`src/rtl/mdu_issue_arbiter.sv`:
```
// -----------------------------------------------------------------------------
// mdu_issue_arbiter
//
// Shares the single mdu_pipeline issue port between REQ_COUNT MDU issue
// queues. At most one requester is granted per cycle and its fields are
// forwarded to the pipeline combinationally (zero added latency, no
// buffering). Winner selection, highest priority first:
//   1. starvation protection (a requester that lost STARVE_LIMIT cycles in a row)
//   2. divider-pairing affinity (same DIV/REM signedness and source PRs as the
//      last issued divide, so the pipeline can reuse the divider result)
//   3. round-robin from rr_ptr
// Every scan starts at rr_ptr and wraps from REQ_COUNT-1 to 0.
//
// Ports:
//   CLK, RST                    clock, synchronous active-high reset
//   req_valid[i]                requester i holds an op
//   req_op[i]                   MDU op; bit2 = divide/remainder, bit0 = unsigned
//   req_A/B_forward, _is_zero   operand flags, valid only in the request cycle
//   req_A_PR, req_B_PR          full source physical registers
//   req_dest_PR, req_ROB_index  destination PR and ROB index
//   req_ready[i]                one-hot grant; the op is consumed this cycle
//   issue_*                     winner's fields to the pipeline (0 with no grant)
//   issue_A_PR, issue_B_PR      register-bank bits (low bits) of the winner's PRs
//   issue_ready                 pipeline accepts an issue this cycle
//   affinity_hits               saturating count of grants decided by affinity
// -----------------------------------------------------------------------------
module mdu_issue_arbiter #(
    parameter int REQ_COUNT          = 2,
    parameter int STARVE_LIMIT       = 6,
    parameter int WAIT_W             = 3,
    parameter int LOG_PR_COUNT       = 7,
    parameter int LOG_ROB_ENTRIES    = 6,
    parameter int LOG_PRF_BANK_COUNT = 2
) (
    input  logic                                          CLK,
    input  logic                                          RST,

    input  logic [REQ_COUNT-1:0]                          req_valid,
    input  logic [REQ_COUNT-1:0][2:0]                     req_op,
    input  logic [REQ_COUNT-1:0]                          req_A_forward,
    input  logic [REQ_COUNT-1:0]                          req_A_is_zero,
    input  logic [REQ_COUNT-1:0]                          req_B_forward,
    input  logic [REQ_COUNT-1:0]                          req_B_is_zero,
    input  logic [REQ_COUNT-1:0][LOG_PR_COUNT-1:0]        req_A_PR,
    input  logic [REQ_COUNT-1:0][LOG_PR_COUNT-1:0]        req_B_PR,
    input  logic [REQ_COUNT-1:0][LOG_PR_COUNT-1:0]        req_dest_PR,
    input  logic [REQ_COUNT-1:0][LOG_ROB_ENTRIES-1:0]     req_ROB_index,
    output logic [REQ_COUNT-1:0]                          req_ready,

    output logic                                          issue_valid,
    output logic [2:0]                                    issue_op,
    output logic                                          issue_A_forward,
    output logic                                          issue_A_is_zero,
    output logic [LOG_PRF_BANK_COUNT-1:0]                 issue_A_PR,
    output logic                                          issue_B_forward,
    output logic                                          issue_B_is_zero,
    output logic [LOG_PRF_BANK_COUNT-1:0]                 issue_B_PR,
    output logic [LOG_PR_COUNT-1:0]                       issue_dest_PR,
    output logic [LOG_ROB_ENTRIES-1:0]                    issue_ROB_index,
    input  logic                                          issue_ready,

    output logic [15:0]                                   affinity_hits
);

    localparam int PTR_W = (REQ_COUNT > 2) ? 2 : 1;

    // ------------------------------------------------------------------
    // State
    // ------------------------------------------------------------------
    logic [PTR_W-1:0]                      rr_ptr;
    logic [REQ_COUNT-1:0][WAIT_W-1:0]      wait_cnt;
    logic                                  last_div_valid;
    logic                                  last_div_unsigned;
    logic [LOG_PR_COUNT-1:0]               last_div_A_PR;
    logic [LOG_PR_COUNT-1:0]               last_div_B_PR;

    // ------------------------------------------------------------------
    // Candidate vectors
    // ------------------------------------------------------------------
    logic [REQ_COUNT-1:0] eligible;
    logic [REQ_COUNT-1:0] starved;
    logic [REQ_COUNT-1:0] affine;
    logic [REQ_COUNT-1:0] grant;
    logic                 grant_valid;
    logic                 by_affinity;
    logic [PTR_W-1:0]     win_idx;
    logic [PTR_W-1:0]     rr_next;
    logic [LOG_PR_COUNT-1:0] win_A_PR;
    logic [LOG_PR_COUNT-1:0] win_B_PR;

    // One-hot of the first set bit of cand, scanning upward from ptr with wrap.
    function automatic logic [REQ_COUNT-1:0] first_from_ptr(
        input logic [REQ_COUNT-1:0] cand,
        input logic [PTR_W-1:0]     ptr
    );
        logic [REQ_COUNT-1:0] sel;
        logic                 done;
        logic [PTR_W:0]       idx;
        sel  = '0;
        done = 1'b0;
        for (int k = 0; k < REQ_COUNT; k++) begin
            idx = {1'b0, ptr} + (PTR_W+1)'(k);
            if (idx >= (PTR_W+1)'(REQ_COUNT))
                idx = idx - (PTR_W+1)'(REQ_COUNT);
            if (!done && cand[idx[PTR_W-1:0]]) begin
                sel[idx[PTR_W-1:0]] = 1'b1;
                done                = 1'b1;
            end
        end
        return sel;
    endfunction

    always_comb begin
        // NOTE: every combinational output gets a default first so no path
        // leaves it unassigned, which would otherwise infer a latch.
        eligible = '0;
        starved  = '0;
        affine   = '0;
        for (int i = 0; i < REQ_COUNT; i++) begin
            // Reset suppresses grants combinationally, not just via state.
            eligible[i] = req_valid[i] & issue_ready & ~RST;
            starved[i]  = eligible[i] && (wait_cnt[i] >= WAIT_W'(STARVE_LIMIT));
            affine[i]   = eligible[i] & last_div_valid & req_op[i][2]
                        & (req_op[i][0] == last_div_unsigned)
                        & (req_A_PR[i] == last_div_A_PR)
                        & (req_B_PR[i] == last_div_B_PR);
        end
    end

    always_comb begin
        grant       = '0;
        by_affinity = 1'b0;
        if (|starved) begin
            grant = first_from_ptr(starved, rr_ptr);
        end else if (|affine) begin
            grant       = first_from_ptr(affine, rr_ptr);
            by_affinity = 1'b1;
        end else begin
            grant = first_from_ptr(eligible, rr_ptr);
        end
        grant_valid = |grant;
    end

    // ------------------------------------------------------------------
    // Issue mux: OR of the one-hot-selected requester, all-zero with no grant.
    // ------------------------------------------------------------------
    always_comb begin
        win_idx         = '0;
        issue_op        = '0;
        issue_A_forward = 1'b0;
        issue_A_is_zero = 1'b0;
        issue_B_forward = 1'b0;
        issue_B_is_zero = 1'b0;
        win_A_PR        = '0;
        win_B_PR        = '0;
        issue_dest_PR   = '0;
        issue_ROB_index = '0;
        for (int i = 0; i < REQ_COUNT; i++) begin
            if (grant[i]) begin
                win_idx         = PTR_W'(i);
                issue_op        = req_op[i];
                issue_A_forward = req_A_forward[i];
                issue_A_is_zero = req_A_is_zero[i];
                issue_B_forward = req_B_forward[i];
                issue_B_is_zero = req_B_is_zero[i];
                win_A_PR        = req_A_PR[i];
                win_B_PR        = req_B_PR[i];
                issue_dest_PR   = req_dest_PR[i];
                issue_ROB_index = req_ROB_index[i];
            end
        end
    end

    assign req_ready   = grant;
    assign issue_valid = grant_valid;
    assign issue_A_PR  = win_A_PR[LOG_PRF_BANK_COUNT-1:0];
    assign issue_B_PR  = win_B_PR[LOG_PRF_BANK_COUNT-1:0];

    assign rr_next = (win_idx == PTR_W'(REQ_COUNT-1)) ? '0 : win_idx + PTR_W'(1);

    // ------------------------------------------------------------------
    // Registered state
    // ------------------------------------------------------------------
    // NOTE: sequential state uses non-blocking assignments so every register
    // samples the pre-edge values regardless of statement order.
    always_ff @(posedge CLK) begin
        if (RST) begin
            rr_ptr            <= '0;
            wait_cnt          <= '0;
            last_div_valid    <= 1'b0;
            last_div_unsigned <= 1'b0;
            last_div_A_PR     <= '0;
            last_div_B_PR     <= '0;
            affinity_hits     <= '0;
        end else begin
            if (grant_valid)
                rr_ptr <= rr_next;

            // A dropped request always clears; otherwise a loser counts up only
            // while the pipeline is accepting, and holds through a stall.
            for (int i = 0; i < REQ_COUNT; i++) begin
                if (!req_valid[i] || grant[i])
                    wait_cnt[i] <= '0;
                else if (issue_ready && (wait_cnt[i] != '1))
                    wait_cnt[i] <= wait_cnt[i] + WAIT_W'(1);
            end

            // A stall keeps pipeline adjacency; a bubble or a multiply breaks it.
            if (grant_valid) begin
                if (issue_op[2]) begin
                    last_div_valid    <= 1'b1;
                    last_div_unsigned <= issue_op[0];
                    last_div_A_PR     <= win_A_PR;
                    last_div_B_PR     <= win_B_PR;
                end else begin
                    last_div_valid <= 1'b0;
                end
            end else if (issue_ready) begin
                last_div_valid <= 1'b0;
            end

            if (by_affinity && (affinity_hits != 16'hFFFF))
                affinity_hits <= affinity_hits + 16'd1;
        end
    end

endmodule

```
`config.mk`:
```
export PLATFORM = sky130hd
export DESIGN_NAME = mdu_issue_arbiter
export DESIGN_NICKNAME = d
export VERILOG_FILES = /design/src/rtl/mdu_issue_arbiter.sv
export SDC_FILE = /design/constraint.sdc
export NUM_CORES = 1
export LEC_CHECK = 0
export CORE_UTILIZATION = 46
export DETAILED_ROUTE_END_ITERATION = 7
export MAX_ROUTING_LAYER = met4
export PLACE_DENSITY = 0.86
export SYNTH_ARGS = -nofsm -noshare
export SYNTH_HDL_FRONTEND = slang
export SYNTH_SLANG_ARGS = --single-unit
```
`constraint.sdc`:
```
create_clock -name CLK -period 6.2 [get_ports CLK]
set_clock_uncertainty 0.05 [all_clocks]
set_input_delay 0.93 -clock CLK [delete_from_list [all_inputs] [get_ports CLK]]
set_output_delay 0.93 -clock CLK [all_outputs]
set_load 0.05 [all_outputs]
```
==> summary.txt, run 1 <==
Largest net degree at the start of global routing: 30
Synth cell types: 39
Core Util, Final: 74.9%
Number of buffers created by CTS: 5
Crit path required time: 5.22 ns
GRT Total Usage: 29.0%
First-pass GRT wire length: 14000 microns
Leak: 1.67 nW
Tmin final: 5.07 ns
# hold bufs at CTS: 0
Worst Setup End Kind: primary output
DP Wirelength: 6500 microns
Arrival @ worst endpoint: 4.09 ns
Final period utilization: 81.7%
CTS sink cnt: 39
Max Slew Vio Count: 0
Worst Path Max Fanout: 25
Synth top area share: 28.7%
Post-route worst setup slack: 1.13 ns
FMAX: 197 MHz
Post-synthesis sequential area ratio: 28.7%
Slew @ Worst Pin: 1.10 ns
CP max stage cell: clkdlybuf4s50_1
Setup Viol. Count Final: 0
# H-tree levels: 2
Synth warn: 0
Die Area: 6230 sq um
Sum Neg Setup Slack: 0 ns
Worst hold-check path type: reg2reg
Placed Instances: 526
Worst R2R Setup Slack: 3.45 ns
Critical path startpoint category: input pin
Row count: 27
Initial DRC count: 306
# Max-Cap Violations: 0
CP cell instances: clkdlybuf4s50_1 -> and3b_1 -> and2_1 -> and3_1 -> a31oi_1 -> a211o_1 -> nand2_1 -> inv_2 -> nand2_1 -> nand2_1 -> buf_12
Postcts setup bufs: 0
Synthesized area per cell: 7.56 sq um
CTS resizes: 0
Antenna-violating nets left: 0
Pwr Total: 0.616 mW
Slowest stage delay, CP: 1.00 ns
Clock buffer depth: 2
DR WL/cell: 15.6 microns
Status: completed
WL final: 8360 microns
Die Y: 78.9 microns
Layout cells sized above 1: 11.5%
CTS root buffer: clkbuf_8
Port Buf Inserts: 115
Slew headroom: 26.5%
Worst-skew pair later-pin latency: 0.30 ns
Initial cell density of the core: 48.5%
Fin. Hold Viols: 0
Top-Level Pins: 116
DR vias/cell: 5.66
1st-pass router iterations: 4
Nets: 539
Total gr overflow: 0
Area growth from synthesis to layout: 54.2%
Die W: 78.9 microns
RSZ-0062 raised after global routing: false
Syn Nets: 438
CTS tree: built
Antenna diodes: 0
Drt drc: 0
Dpl ws: 1.20 ns
Cells after Synth: 360
Synth area leaders: dfxtp_1 29%, nand2_1 9.5%, xnor2_1 8.7%
Placer congestion estimate: 0.906
Peak supply drop: 0.118 mV
Synth Register Bits: 39
Netlist Area Pre-Place: 2720 sq um
P per Cell Area: 147 nW/um^2
Vias in the first global route: 3173
Synth area leader: dfxtp_1
Area of the multi-input gates: 1720 sq um
Setup CP Type: in2out
Non-Filler Instances: 534
Core ar.: 5610 sq um
FF+latch area: 781 sq um
Vias: 3023
Fillers: 399
Clock transition at the registers of the reported paths: 0.08 ns
CP dominant cell by count: nand2_1
Antenna violations before repair: 0
sequential cells by signal (all words and copies together), names as in the netlist:
signal	flops
last_div_unsigned	1
rr_ptr	1
last_div_valid	1
wait_cnt	6
affinity_hits	16
last_div_B_PR	7
last_div_A_PR	7
metrics by stage:
stage | hold slack, ns | instance area [sq um]
2_1_floorplan | 0.437 | 2720
3_3_place_gp | 0.413 | 4110
3_5_place_dp | 0.430 | 4110
4_1_cts | 0.448 | 4200
5_1_grt | 0.475 | 4200
6_report | 0.447 | 4200
synth_stat cells:
cell type	count
and3b_1	2
nand4_1	20
o21a_1	1
and3_1	9
xnor2_1	27
a21bo_2	1
o311ai_1	7
and2_1	2
inv_2	2
nor2_1	24
xor2_1	18
mux2i_1	5
dfxtp_1	39
o21ai_1	1
o311ai_2	8
o31a_1	1
nand4bb_1	1
a211o_1	2
a21o_1	1
nor2b_1	4
buf_2	2
inv_1	22
ha_1	5
o211ai_1	1
buf_4	5
clkbuf_1	17
a31o_4	1
nor3_1	14
o21ai_0	1
and4_1	1
buf_6	2
nand3_1	31
nand2_1	69
nand2b_1	4
mux2_2	2
a31oi_1	1
nor4_1	5
o21ba_1	1
a21boi_0	1
power by group:
group          internal (mW)  leakage (nW)  switching [mW]
sequential             0.257         0.316         0.00764
clock                 0.0786        0.0412          0.0928
combinational         0.0940          1.31          0.0858
total                  0.430          1.67           0.186
path summary, 6_finish.rpt:
kind,startpoint,to,depth (start not counted)
max,RST,issue_A_PR[1],11
min reg2reg,affinity_hits[15],affinity_hits[15],1
min,affinity_hits[15],affinity_hits[15],1
max reg2reg,last_div_A_PR[1],wait_cnt[4],9
critical path, delay by kind of cell:
family / cells / cell delay, ns
buffers and inverters: 3 / 1.62
and+or+nand+nor: 6 / 1.12
AOI/OAI and AO/OA: 2 / 0.39
final cells by class:
class | instances | share of cell area (%)
clock buffer | 6 | 1.73
clock inverter | 2 | 0.298
inverter | 24 | 2.15
multi-input combinational | 271 | 40.9
sequential | 39 | 18.6
tap | 72 | 2.15
timing repair buffer | 120 | 34.2
cells by family after synthesis:
kind of cell	count (synthesis)	synth area share [%]
buffers and inverters	50	8.23
AOI/OAI and AO/OA	28	11.1
DFF	39	28.7
xor gates and xnor gates	45	14.5
adders and majority gates	5	2.30
and+or+nand+nor	186	32.6
muxes	7	2.67
per-layer routing:
layer | up-vias | global-route usage [%] | share of wire (%)
met2 | 135 | 51.1 | 51
met3 | 17 | 6.55 | 6.6
met1 | 1441 | 32.9 | 40
li1 | 1430 | - | -
met4 | 0 | 8.36 | 1.7
met5 | - | - | 0
cells in the final DEF, fill, tap and decap left out, drive strengths merged, types with 14 or more instances in the layout:
cell,count
nor3,14
dfxtp,39
clkdlybuf4s50,88
inv,24
nand4,20
nand2,69
xor2,18
o311ai,15
nor2,24
xnor2,27
nand3,31
buf,32
Power figures use the tool's default switching activity.
==> inputs of run 2 (changes only) <==
--- a/config.mk
+++ b/config.mk
@@ -5,10 +5,10 @@
 export SDC_FILE = /design/constraint.sdc
 export NUM_CORES = 1
 export LEC_CHECK = 0
-export CORE_UTILIZATION = 46
+export CORE_UTILIZATION = 43
 export DETAILED_ROUTE_END_ITERATION = 7
 export MAX_ROUTING_LAYER = met4
-export PLACE_DENSITY = 0.86
+export PLACE_DENSITY = 0.81
 export SYNTH_ARGS = -nofsm -noshare
 export SYNTH_HDL_FRONTEND = slang
 export SYNTH_SLANG_ARGS = --single-unit
==> constraint.sdc (replaced) <==
create_clock -name CLK -period 5.2 [get_ports CLK]
set_clock_uncertainty 0.05 [all_clocks]
set_input_delay 0.78 -clock CLK [delete_from_list [all_inputs] [get_ports CLK]]
set_output_delay 0.78 -clock CLK [all_outputs]
set_load 0.05 [all_outputs]
==> run 2 against run 1 <==
Against the previous run:
- total power grew 28%
- sequential share of layout area shrank 0.31 points
- clock power increased by 51%
- register-to-register slack lost 1.1 ns
- largest cell class unchanged
- final cell count up 0.94%
- first-iteration DRC count is 39% lower
- non-clock buffer count is 2 higher
- die area up 6.8%
- wire length is 1.5% higher
==> summary.txt, run 2 (synthesis results as in run 1) <==
Status: completed
Core ar.: 6030 sq um
Initial cell density of the core: 45.2%
Final hold slack: 0.447 ns
RSZ-0062 raised after global routing: false
Antenna diodes: 0
Die W: 81.6 microns
GRT Total Usage: 28.2%
Leak: 1.70 nW
CTS resizes: 0
Post-route cell area: 4270 sq um
DR vias/cell: 5.46
Vias: 2942
1st-pass router iterations: 5
Dpl ws: 0.988 ns
Core Util, Final: 70.8%
Worst Path Max Fanout: 17
Crit path required time: 4.37 ns
Row count: 28
WL final: 8480 microns
Vias in the first global route: 2958
Port Buf Inserts: 115
DP Wirelength: 6550 microns
Initial DRC count: 186
Most common cell after layout, fill and taps aside: clkdlybuf4s50_1
Worst hold-check path type: reg2reg
Pwr Total: 0.792 mW
Top-Level Pins: 116
Largest net degree at the start of global routing: 35
CTS tree: built
Sum Neg Setup Slack: 0 ns
Slew @ Worst Pin: 1.09 ns
P per Cell Area: 185 nW/um^2
Die Area: 6650 sq um
# hold bufs at CTS: 0
CTS sink cnt: 39
Max Slew Vio Count: 0
Final period utilization: 82.3%
# Max-Cap Violations: 0
Tmin final: 4.28 ns
Die Y: 81.6 microns
Drt drc: 0
Post-route worst setup slack: 0.919 ns
CTS root buffer: clkbuf_8
Fin. Hold Viols: 0
Commonest cells after routing, fill and taps aside: 88 x clkdlybuf4s50_1, 69 x nand2_1, 39 x dfxtp_1
First-pass GRT wire length: 13900 microns
Fillers: 467
Placer congestion estimate: 0.976
Setup Viol. Count Final: 0
Arrival @ worst endpoint: 3.45 ns
Worst Setup End Kind: primary output
Biggest regs: affinity_hits: 16 flops, last_div_A_PR: 7 flops, last_div_B_PR: 7 flops
Worst-skew pair later-pin latency: 0.30 ns
# H-tree levels: 2
Number of buffers created by CTS: 5
Placed Instances: 531
FMAX: 234 MHz
Total gr overflow: 0
Non-Filler Instances: 539
Area growth from synthesis to layout: 56.8%
Antenna violations before repair: 0
Clock transition at the registers of the reported paths: 0.08 ns
Postcts setup bufs: 0
Antenna-violating nets left: 0
Nets: 541
Layout cells sized above 1: 12.1%
Peak supply drop: 0.181 mV
Clock buffer depth: 2
Critical path startpoint category: input pin
Post-Place Cell Area: 4160 sq um
DR WL/cell: 15.7 microns
Largest register FFs: 16
Worst R2R Setup Slack: 2.37 ns
Setup CP Type: in2out
Slew headroom: 27.2%
Reg with most FFs: affinity_hits
run 2: final timing paths:
| check | startpoint | end | depth (start not counted) |
|---|---|---|---|
| setup / recovery | req_B_PR[8] | issue_op[2] | 9 |
| hold reg to reg | affinity_hits[15] | affinity_hits[15] | 1 |
| setup reg to reg | last_div_B_PR[5] | affinity_hits[15] | 8 |
| hold / removal | affinity_hits[15] | affinity_hits[15] | 1 |
run 2: final cells by class:
class,instances,area [sq um],area share (%)
multi-input cells,271,1720,40.2
repair buffers,122,1470,34.5
flip-flops and latches,39,781,18.3
well taps,75,93.8,2.20
inverters,24,90.1,2.11
clock buffers,5,68.8,1.61
clock inverters,3,43.8,1.03
run 2: layer usage:
metal	vias to the layer above	global-route usage, %	wire length (microns)
met2	129	46.3	4190
met4	0	11.2	206
met3	23	7.11	655
met1	1361	32.7	3430
met5	-	-	0
li1	1429	-	-
run 2: report_power, final:
part | leakage [nW] | switching (mW) | internal [mW]
sequential | 0.316 | 0.00889 | 0.307
clock | 0.0581 | 0.115 | 0.143
combinational | 1.33 | 0.104 | 0.115
run 2: critical path, stage by stage:
cell and delay (ns):
clkdlybuf4s50_1 0.51, xor2_1 0.18, nor4_1 0.24, nand2_1 0.14, nor3_1 0.32, a211o_1 0.15
and3_1 0.57, a31o_4 0.38, buf_12 0.18
